File: config.mk
export PLATFORM = sky130hd
export DESIGN_NAME = rv_alu_rf_flat
export DESIGN_NICKNAME = d
export VERILOG_FILES = /design/src/rtl/rv_alu_rf_pkg.sv /design/src/rtl/rv_alu_rf_if.sv /design/src/rtl/rv_alu_rf_regfile.sv /design/src/rtl/rv_alu_rf.sv /design/src/flat_wrapper.sv
export SDC_FILE = /design/constraint.sdc
export NUM_CORES = 2
export LEC_CHECK = 0
export CAP_MARGIN = 20
export CORE_AREA = 2 2 425 427
export CTS_BUF_LIST = sky130_fd_sc_hd__clkbuf_4 sky130_fd_sc_hd__clkbuf_8 sky130_fd_sc_hd__clkbuf_16
export DETAILED_ROUTE_END_ITERATION = 10
export DIE_AREA = 0 0 427 429
export HOLD_SLACK_MARGIN = 0.08
export PLACE_DENSITY = 0.54
export SLEW_MARGIN = 20
export SYNTH_ARGS = -nofsm -noshare
export SYNTH_HDL_FRONTEND = slang
export SYNTH_HIERARCHICAL = 1
export SYNTH_SLANG_ARGS = --single-unit
export TNS_END_PERCENT = 30
File: constraint.sdc
create_clock -name CLK -period 4.99 [get_ports CLK]
set_clock_uncertainty 0.1 [all_clocks]
set_input_delay 0.998 -clock CLK [delete_from_list [all_inputs] [get_ports CLK]]
set_output_delay 0.998 -clock CLK [all_outputs]
set_load 0.05 [all_outputs]
File: src/rtl/rv_alu_rf_pkg.sv
// rtl/rv_alu_rf_pkg.sv - shared widths and ALU opcode constants for the RV32I integer datapath
package rv_alu_rf_pkg;
  localparam int DATA_W  = 32;
  localparam int REG_CNT = 32;
  localparam int ADDR_W  = 5;
  localparam int OP_W    = 5;

  typedef logic [DATA_W-1:0] word_t;
  typedef logic [ADDR_W-1:0] rnum_t;
  typedef logic [OP_W-1:0]   alu_op_t;

  localparam alu_op_t ALU_ADD  = 5'd0;
  localparam alu_op_t ALU_SUB  = 5'd1;
  localparam alu_op_t ALU_SLL  = 5'd2;
  localparam alu_op_t ALU_SLT  = 5'd3;
  localparam alu_op_t ALU_SLTU = 5'd4;
  localparam alu_op_t ALU_XOR  = 5'd5;
  localparam alu_op_t ALU_SRL  = 5'd6;
  localparam alu_op_t ALU_SRA  = 5'd7;
  localparam alu_op_t ALU_OR   = 5'd8;
  localparam alu_op_t ALU_AND  = 5'd9;
endpackage

File: src/rtl/rv_alu_rf_if.sv
// rtl/rv_alu_rf_if.sv - register file read/write ports and ALU operand/result bundle
interface rv_alu_rf_if;
  import rv_alu_rf_pkg::*;

  rnum_t   RNUM1;
  word_t   RDATA1;
  rnum_t   RNUM2;
  word_t   RDATA2;
  rnum_t   WNUM;
  word_t   WDATA;
  word_t   ALU_A;
  word_t   ALU_B;
  alu_op_t ALU_OP;
  word_t   ALU_Y;

  modport master (
    output RNUM1, RNUM2, WNUM, WDATA, ALU_A, ALU_B, ALU_OP,
    input  RDATA1, RDATA2, ALU_Y
  );

  modport slave (
    input  RNUM1, RNUM2, WNUM, WDATA, ALU_A, ALU_B, ALU_OP,
    output RDATA1, RDATA2, ALU_Y
  );
endinterface

File: src/rtl/rv_alu_rf_regfile.sv
// rtl/rv_alu_rf_regfile.sv - 31 stored registers plus hardwired x0; RF_BYPASS_EN selects write-through reads
module rv_regfile
  import rv_alu_rf_pkg::*;
(
  input  logic  clk,
  input  logic  rst_n,
  input  rnum_t rnum1,
  output word_t rdata1,
  input  rnum_t rnum2,
  output word_t rdata2,
  input  rnum_t wnum,
  input  word_t wdata
);
  word_t regs [1:REG_CNT-1];

  always_ff @(posedge clk or negedge rst_n) begin
    if (!rst_n) begin
      for (int i = 1; i < REG_CNT; i++) regs[i] <= '0;
    end else if (wnum != '0) begin
      regs[wnum] <= wdata;
    end
  end

  function automatic word_t read_port(input rnum_t rnum);
    if (rnum == '0) return '0;
`ifdef RF_BYPASS_EN
    // WB result forwarded to ID in the same cycle it is written
    if (rnum == wnum) return wdata;
`endif
    return regs[rnum];
  endfunction

  always_comb begin
    rdata1 = read_port(rnum1);
    rdata2 = read_port(rnum2);
  end
endmodule

File: src/rtl/rv_alu_rf.sv
// rtl/rv_alu_rf.sv - integer datapath top: register file plus combinational R-type ALU (RF_BYPASS_EN passes to the register file)
module rv_alu_rf
  import rv_alu_rf_pkg::*;
(
  input logic         CLK,
  input logic         RSTN,
  rv_alu_rf_if.slave  bus
);
  rv_regfile u_regfile (
    .clk    (CLK),
    .rst_n  (RSTN),
    .rnum1  (bus.RNUM1),
    .rdata1 (bus.RDATA1),
    .rnum2  (bus.RNUM2),
    .rdata2 (bus.RDATA2),
    .wnum   (bus.WNUM),
    .wdata  (bus.WDATA)
  );

  logic [4:0] shamt;
  assign shamt = bus.ALU_B[4:0];

  always_comb begin
    bus.ALU_Y = '0;
    unique case (bus.ALU_OP)
      ALU_ADD:  bus.ALU_Y = bus.ALU_A + bus.ALU_B;
      ALU_SUB:  bus.ALU_Y = bus.ALU_A - bus.ALU_B;
      ALU_SLL:  bus.ALU_Y = bus.ALU_A << shamt;
      ALU_SLT:  bus.ALU_Y = {31'd0, $signed(bus.ALU_A) < $signed(bus.ALU_B)};
      ALU_SLTU: bus.ALU_Y = {31'd0, bus.ALU_A < bus.ALU_B};
      ALU_XOR:  bus.ALU_Y = bus.ALU_A ^ bus.ALU_B;
      ALU_SRL:  bus.ALU_Y = bus.ALU_A >> shamt;
      ALU_SRA:  bus.ALU_Y = word_t'($signed(bus.ALU_A) >>> shamt);
      ALU_OR:   bus.ALU_Y = bus.ALU_A | bus.ALU_B;
      ALU_AND:  bus.ALU_Y = bus.ALU_A & bus.ALU_B;
      default:  bus.ALU_Y = '0;
    endcase
  end
endmodule

File: src/flat_wrapper.sv
// flat-port wrapper written by rule: the top's interface ports become plain ports
module rv_alu_rf_flat import rv_alu_rf_pkg::*;
  (CLK, RSTN, bus_RNUM1, bus_RNUM2, bus_WNUM, bus_WDATA, bus_ALU_A, bus_ALU_B, bus_ALU_OP, bus_RDATA1, bus_RDATA2, bus_ALU_Y);
  rv_alu_rf_if bus_i ();
  input logic CLK;
  input logic RSTN;
  input wire logic [$bits(bus_i.RNUM1)-1:0] bus_RNUM1;
  input wire logic [$bits(bus_i.RNUM2)-1:0] bus_RNUM2;
  input wire logic [$bits(bus_i.WNUM)-1:0] bus_WNUM;
  input wire logic [$bits(bus_i.WDATA)-1:0] bus_WDATA;
  input wire logic [$bits(bus_i.ALU_A)-1:0] bus_ALU_A;
  input wire logic [$bits(bus_i.ALU_B)-1:0] bus_ALU_B;
  input wire logic [$bits(bus_i.ALU_OP)-1:0] bus_ALU_OP;
  output wire logic [$bits(bus_i.RDATA1)-1:0] bus_RDATA1;
  output wire logic [$bits(bus_i.RDATA2)-1:0] bus_RDATA2;
  output wire logic [$bits(bus_i.ALU_Y)-1:0] bus_ALU_Y;
  assign bus_i.RNUM1 = bus_RNUM1;
  assign bus_i.RNUM2 = bus_RNUM2;
  assign bus_i.WNUM = bus_WNUM;
  assign bus_i.WDATA = bus_WDATA;
  assign bus_i.ALU_A = bus_ALU_A;
  assign bus_i.ALU_B = bus_ALU_B;
  assign bus_i.ALU_OP = bus_ALU_OP;
  assign bus_RDATA1 = bus_i.RDATA1;
  assign bus_RDATA2 = bus_i.RDATA2;
  assign bus_ALU_Y = bus_i.ALU_Y;
  rv_alu_rf u_core (.CLK(CLK), .RSTN(RSTN), .bus(bus_i));
endmodule
-- After elaboration in Yosys (flattened, before gate mapping)
Index checks and enable logic that the tools add are counted.
- bits in registers: 992
- input port bits: 118
- output and inout port bits: 96
- add/subtract/negate cells: 2
- order comparisons: 6
- eq/ne operators: 9
- shift operators: 3
- multiplexer cells: 16
- bitwise operators: 6
- reduce and logical (&&, ||, !) cells: 5
- operators by type and width (operator ; number):
    $bwmux W992 ; 1
    $bmux W32 S5 ; 2
    $pmux W32 S10 ; 1
    $mux W32 ; 9
    $demux W32 S5 ; 1
    $lt A32 B32 Y1 ; 2
    $add A32 B32 Y32 ; 1
    $and A32 B32 Y32 ; 1
    $or A32 B32 Y32 ; 1
    $shl A32 B5 Y32 ; 1
    $shr A32 B5 Y32 ; 1
    $sshr A32 B5 Y32 ; 1
    $sub A32 B32 Y32 ; 1
    $xor A32 B32 Y32 ; 1
    $eq A5 B3 Y1 const B ; 4
    $ge A6 B6 Y1 const B ; 3
    $not A5 Y6 ; 3
    $logic_not A5 Y1 ; 3
    $eq A5 B2 Y1 const B ; 2
    $eq A5 B4 Y1 const B ; 2
    $lt A6 B1 Y1 const B ; 1
    $eq A5 B1 Y1 const B ; 1
    $reduce_bool A5 Y1 ; 1
    $mux W1 ; 2
    $logic_and A1 B1 Y1 ; 1

-- Logic depth before layout (Yosys ltp)
- depth in word-level cells: 6
- gate-level depth with buffers: 16
- gate-level depth less buffers: 12

-- Modules after synthesis
Netlist, hierarchy kept.
- by module, submodules not included (module ; instances ; cells an instance ; area an instance (um2) ; seq. area each (um2)):
    rv_regfile ; 1 ; 4077 ; 53517.6 ; 24823.8
    rv_alu_rf ; 1 ; 1318 ; 8763.4 ; 0.0

-- Worst setup path after synthesis
Ideal clock, no wire load.
- path kind: input-to-output
- from: in bus_ALU_B[2]
- to: out bus_ALU_Y[24]
- data arrival time: 4961 ps
- setup slack: -1069 ps
- stages: 16
- path buffers: 5
- path through: clkbuf_1 -> inv_1 -> buf_2 -> buf_2 -> buf_1 -> ha_1 -> buf_6 -> nor2b_4 -> o2111ai_1 -> a21oi_2 -> o31ai_2 -> a21oi_1 -> a311oi_1 -> a21oi_1 -> xnor2_1 -> o21ai_0
- longest elaborated chain between the ends: 2
- elaborated cells on any way between the ends: 6
- classes of those cells: add/sub (2); shift (3); mux (1)
- ends and longest elaborated chain (what ; line ; RTL):
    start: declaration ; flat_wrapper.sv:12 ; input wire logic [$bits(bus_i.ALU_B)-1:0] bus_ALU_B;
    $sub A32 B32 Y32, or another cell as far along ; rv_alu_rf.sv:27 ; ALU_SUB: bus.ALU_Y = bus.ALU_A - bus.ALU_B;
    $pmux W32 S10 (*) ; rv_alu_rf.sv:25 ; unique case (bus.ALU_OP)
    end: declaration ; flat_wrapper.sv:16 ; output wire logic [$bits(bus_i.ALU_Y)-1:0] bus_ALU_Y;
Every way passes the cells marked *; elsewhere a longest branch is shown, timed or not.

-- Worst setup path in the final report
- from: in bus_ALU_A[22]
- to: out bus_ALU_Y[8]
- longest elaborated chain between the ends: 2
- elaborated cells on any way between the ends: 4
- classes of those cells: shift (3); mux (1)
- ends and longest elaborated chain (what ; line ; RTL):
    start: declaration ; flat_wrapper.sv:11 ; input wire logic [$bits(bus_i.ALU_A)-1:0] bus_ALU_A;
    $sshr A32 B5 Y32, or another cell as far along ; rv_alu_rf.sv:33 ; ALU_SRA: bus.ALU_Y = word_t'($signed(bus.ALU_A) >>> shamt);
    $pmux W32 S10 (*) ; rv_alu_rf.sv:25 ;
Marks and branches as above.

==> impl_results.md <==
* Status: finished, final reports clean
* Ports at 214
* Power Dens Cells at 370 nW/um^2
* Register area share after synthesis at 39.9%
* Vias after detailed routing at 49,500
* CTS buffer count at 112
* # hold bufs at CTS at 0
* Final core occ at 43.0%
* Total power at 28.4 mW
* Final instance area at 76,500 um^2
* Setup violators final at 0
* Die area at 183,000 um^2
* Post-synth top area share at 39.9%
* Syn Nets at 5,614
* Hold Crit Class: input pin to asynchronous set/reset pin
* Worst-Skew Late Latency at 0.74 ns
* Area after DPL at 71,600 um^2
* Worst slack, placed at -0.623 ns
* EDFF count, synth at 0
* Final Cycle Share at 98.9%
* Drc violations at 0
* Htree depth at 3
* Slew headroom at 22.8%
* HPWL Detailed at 162,000 um
* Most common cell in the netlist: mux2_2
* Gpl congestion at 0.951
* CP startpoint kind: input pin
* Critical path arrival at 3.84 ns
* FF+latch area at 24,800 um^2
* Worst slew pin tran at 1.16 ns
* Footprint of the multi-input gates at 35,600 um^2
* CTS tree: yes
* Port bufs at 213
* Crit-path max FO at 6
* Most instantiated cells after synthesis: mux2_2 (1,032), dfrtp_1 (992), mux2i_1 (680)
* Core area at 178,000 um^2
* Syn Inst Count at 5,395
* Die Wd at 427 um
* Max IR drop VDD at 293 uV
* Initial antenna violation count at 13
* Number of DRC markers in iteration 0 at 4,394
* Vias/cell at 5.96
* Cell variety after synth at 98
* Worst EP required at 3.89 ns
* CTS Sinks at 992
* Endpoint type of the worst setup path: output port
* Wire per inst at 28.9 um
* Synth top area cells: dfrtp_1 (40%), mux2_2 (19%), mux2i_1 (11%)
* Remaining antenna violation count at 0
* Clk buf depth at 3
* #FFs+latches synth at 992
* Fill cells at 16,700
* Max FFs per register at 992
* Type of the worst setup path: input pin to output port
* Root Driver: clkbuf_16
* Non-Filler Instances at 8,305
* FFs w/ async S/R, synth at 100%
* Setup tns final at 0 ns
* Share of cells above drive strength 1 at 41.1%
* Avg Cell Area, Syn at 11.5 um^2
* Largest net degree at the start of global routing at 123
* # rows at 155
* Clock-pin slew on the worst setup and hold paths at 0.05 ns
* Worst hold-check slack at 0.198 ns
* Mapped Area at 62,300 um^2
* Gr usage total at 25.5%
* Vert. Die Dim at 429 um
* First-pass GRT wire length at 348,000 um
* Biggest regs: u_core/u_regfile/regs (992)
* Max Cap Viol at 0
* Max Transition Viols Final at 0
* Peak Freq at 203 MHz
* Via count of the first global-routing pass at 49,800
* Nets@finish at 6,070
* Min Tclk post-route at 4.94 ns
* DRT Pass-1 Iters at 6
* Cell count after placement at 8,069
* Grt ovf at 0
* Post-synthesis to final-layout area growth at 22.9%
* Cell accounting for the most synthesized area: dfrtp_1
* Leakage power at 33.3 nW
* Yosys warning count at 6
* WL final at 240,000 um
* Hold Fails Final Rpt at 0
* RSZ-0062 raised after global routing: true
* Setup ws final at 0.0541 ns
* Starting Density at 35.0%
* Primary FF master, synth: dfrtp_1
* Biggest register: u_core/u_regfile/regs
[final timing paths]
check	startpoint	endpoint	slack, ns	depth (start not counted)
setup / recovery	bus_ALU_A[22]	bus_ALU_Y[8]	0.05	12
hold reg to reg	u_core/u_regfile/regs[692]	u_core/u_regfile/regs[692]	0.41	1
max in group asynchronous	RSTN	u_core/u_regfile/regs[521]	3.28	3
min in group CLK	u_core/u_regfile/regs[692]	u_core/u_regfile/regs[692]	0.41	1
setup reg to reg	u_core/u_regfile/regs[674]	u_core/u_regfile/regs[674]	4.07	1
hold / removal	RSTN	u_core/u_regfile/regs[310]	0.20	1
[layer usage]
metal / track usage [%] / part of all wire, %
met2: 41.4 / 47
met1: 34.1 / 42
met4: 11.1 / 4.9
met3: 3.40 / 5.9
met5: 0 / 0
[timing repair]
| action | CTS | global route |
|---|---|---|
| pin swaps | 34 | 38 |
| gates resized for setup | 148 | 146 |
| gates cloned | 0 | 2 |
| setup endpoints to repair | 27 | 24 |
| buffers inserted | 6 | 15 |
[critical path: stages]
cell and delay (ns):
clkdlybuf4s50_1 0.44, buf_12 0.17, buf_4 0.16, mux4_2 0.49, nor2_1 0.14, a21oi_1 0.09
nand2_1 0.11, o21ai_0 0.12, a211oi_1 0.28, a21oi_1 0.13, or4_4 0.53, buf_6 0.18
[layout make-up]
cell class                 count  area share, %
multi-input combinational   3763           46.5
sequential                   992           32.4
timing repair buffer         883           11.4
clock buffer                 176           4.66
tap                         2355           3.85
clock inverter                31          0.637
inverter                      99          0.510
antenna                        6         0.0196
[power by group]
group / switching [mW] / internal [mW] / total (mW)
registers: 1.38 / 9.94 / 11.3
logic: 3.81 / 4.29 / 8.10
clock network: 3.49 / 5.45 / 8.94
total: 8.68 / 19.7 / 28.4
[kinds of logic after synthesis]
| kind of cell | Yosys count | synth area share (%) |
|---|---|---|
| xor+xnor | 27 | 0.380 |
| mux | 1910 | 36.1 |
| flops | 992 | 39.9 |
| buf+inv | 640 | 4.82 |
| simple gates | 721 | 5.93 |
| fa+ha+maj | 101 | 2.05 |
| compound gates | 1004 | 10.9 |
[cell usage in the layout, fill, tap and decap left out, types with 90 or more instances in the layout]
cell and count:
nand2_1 108, mux2_2 1032, o22ai_1 262, a211oi_1 95
a21oi_1 184, nor3_1 161, buf_12 146, dfrtp_1 992
buf_4 602, clkbuf_16 119, mux4_2 160, nor2_1 139
mux2i_1 678, o21ai_0 90
Note: power is estimated with default switching activity, not from simulation.
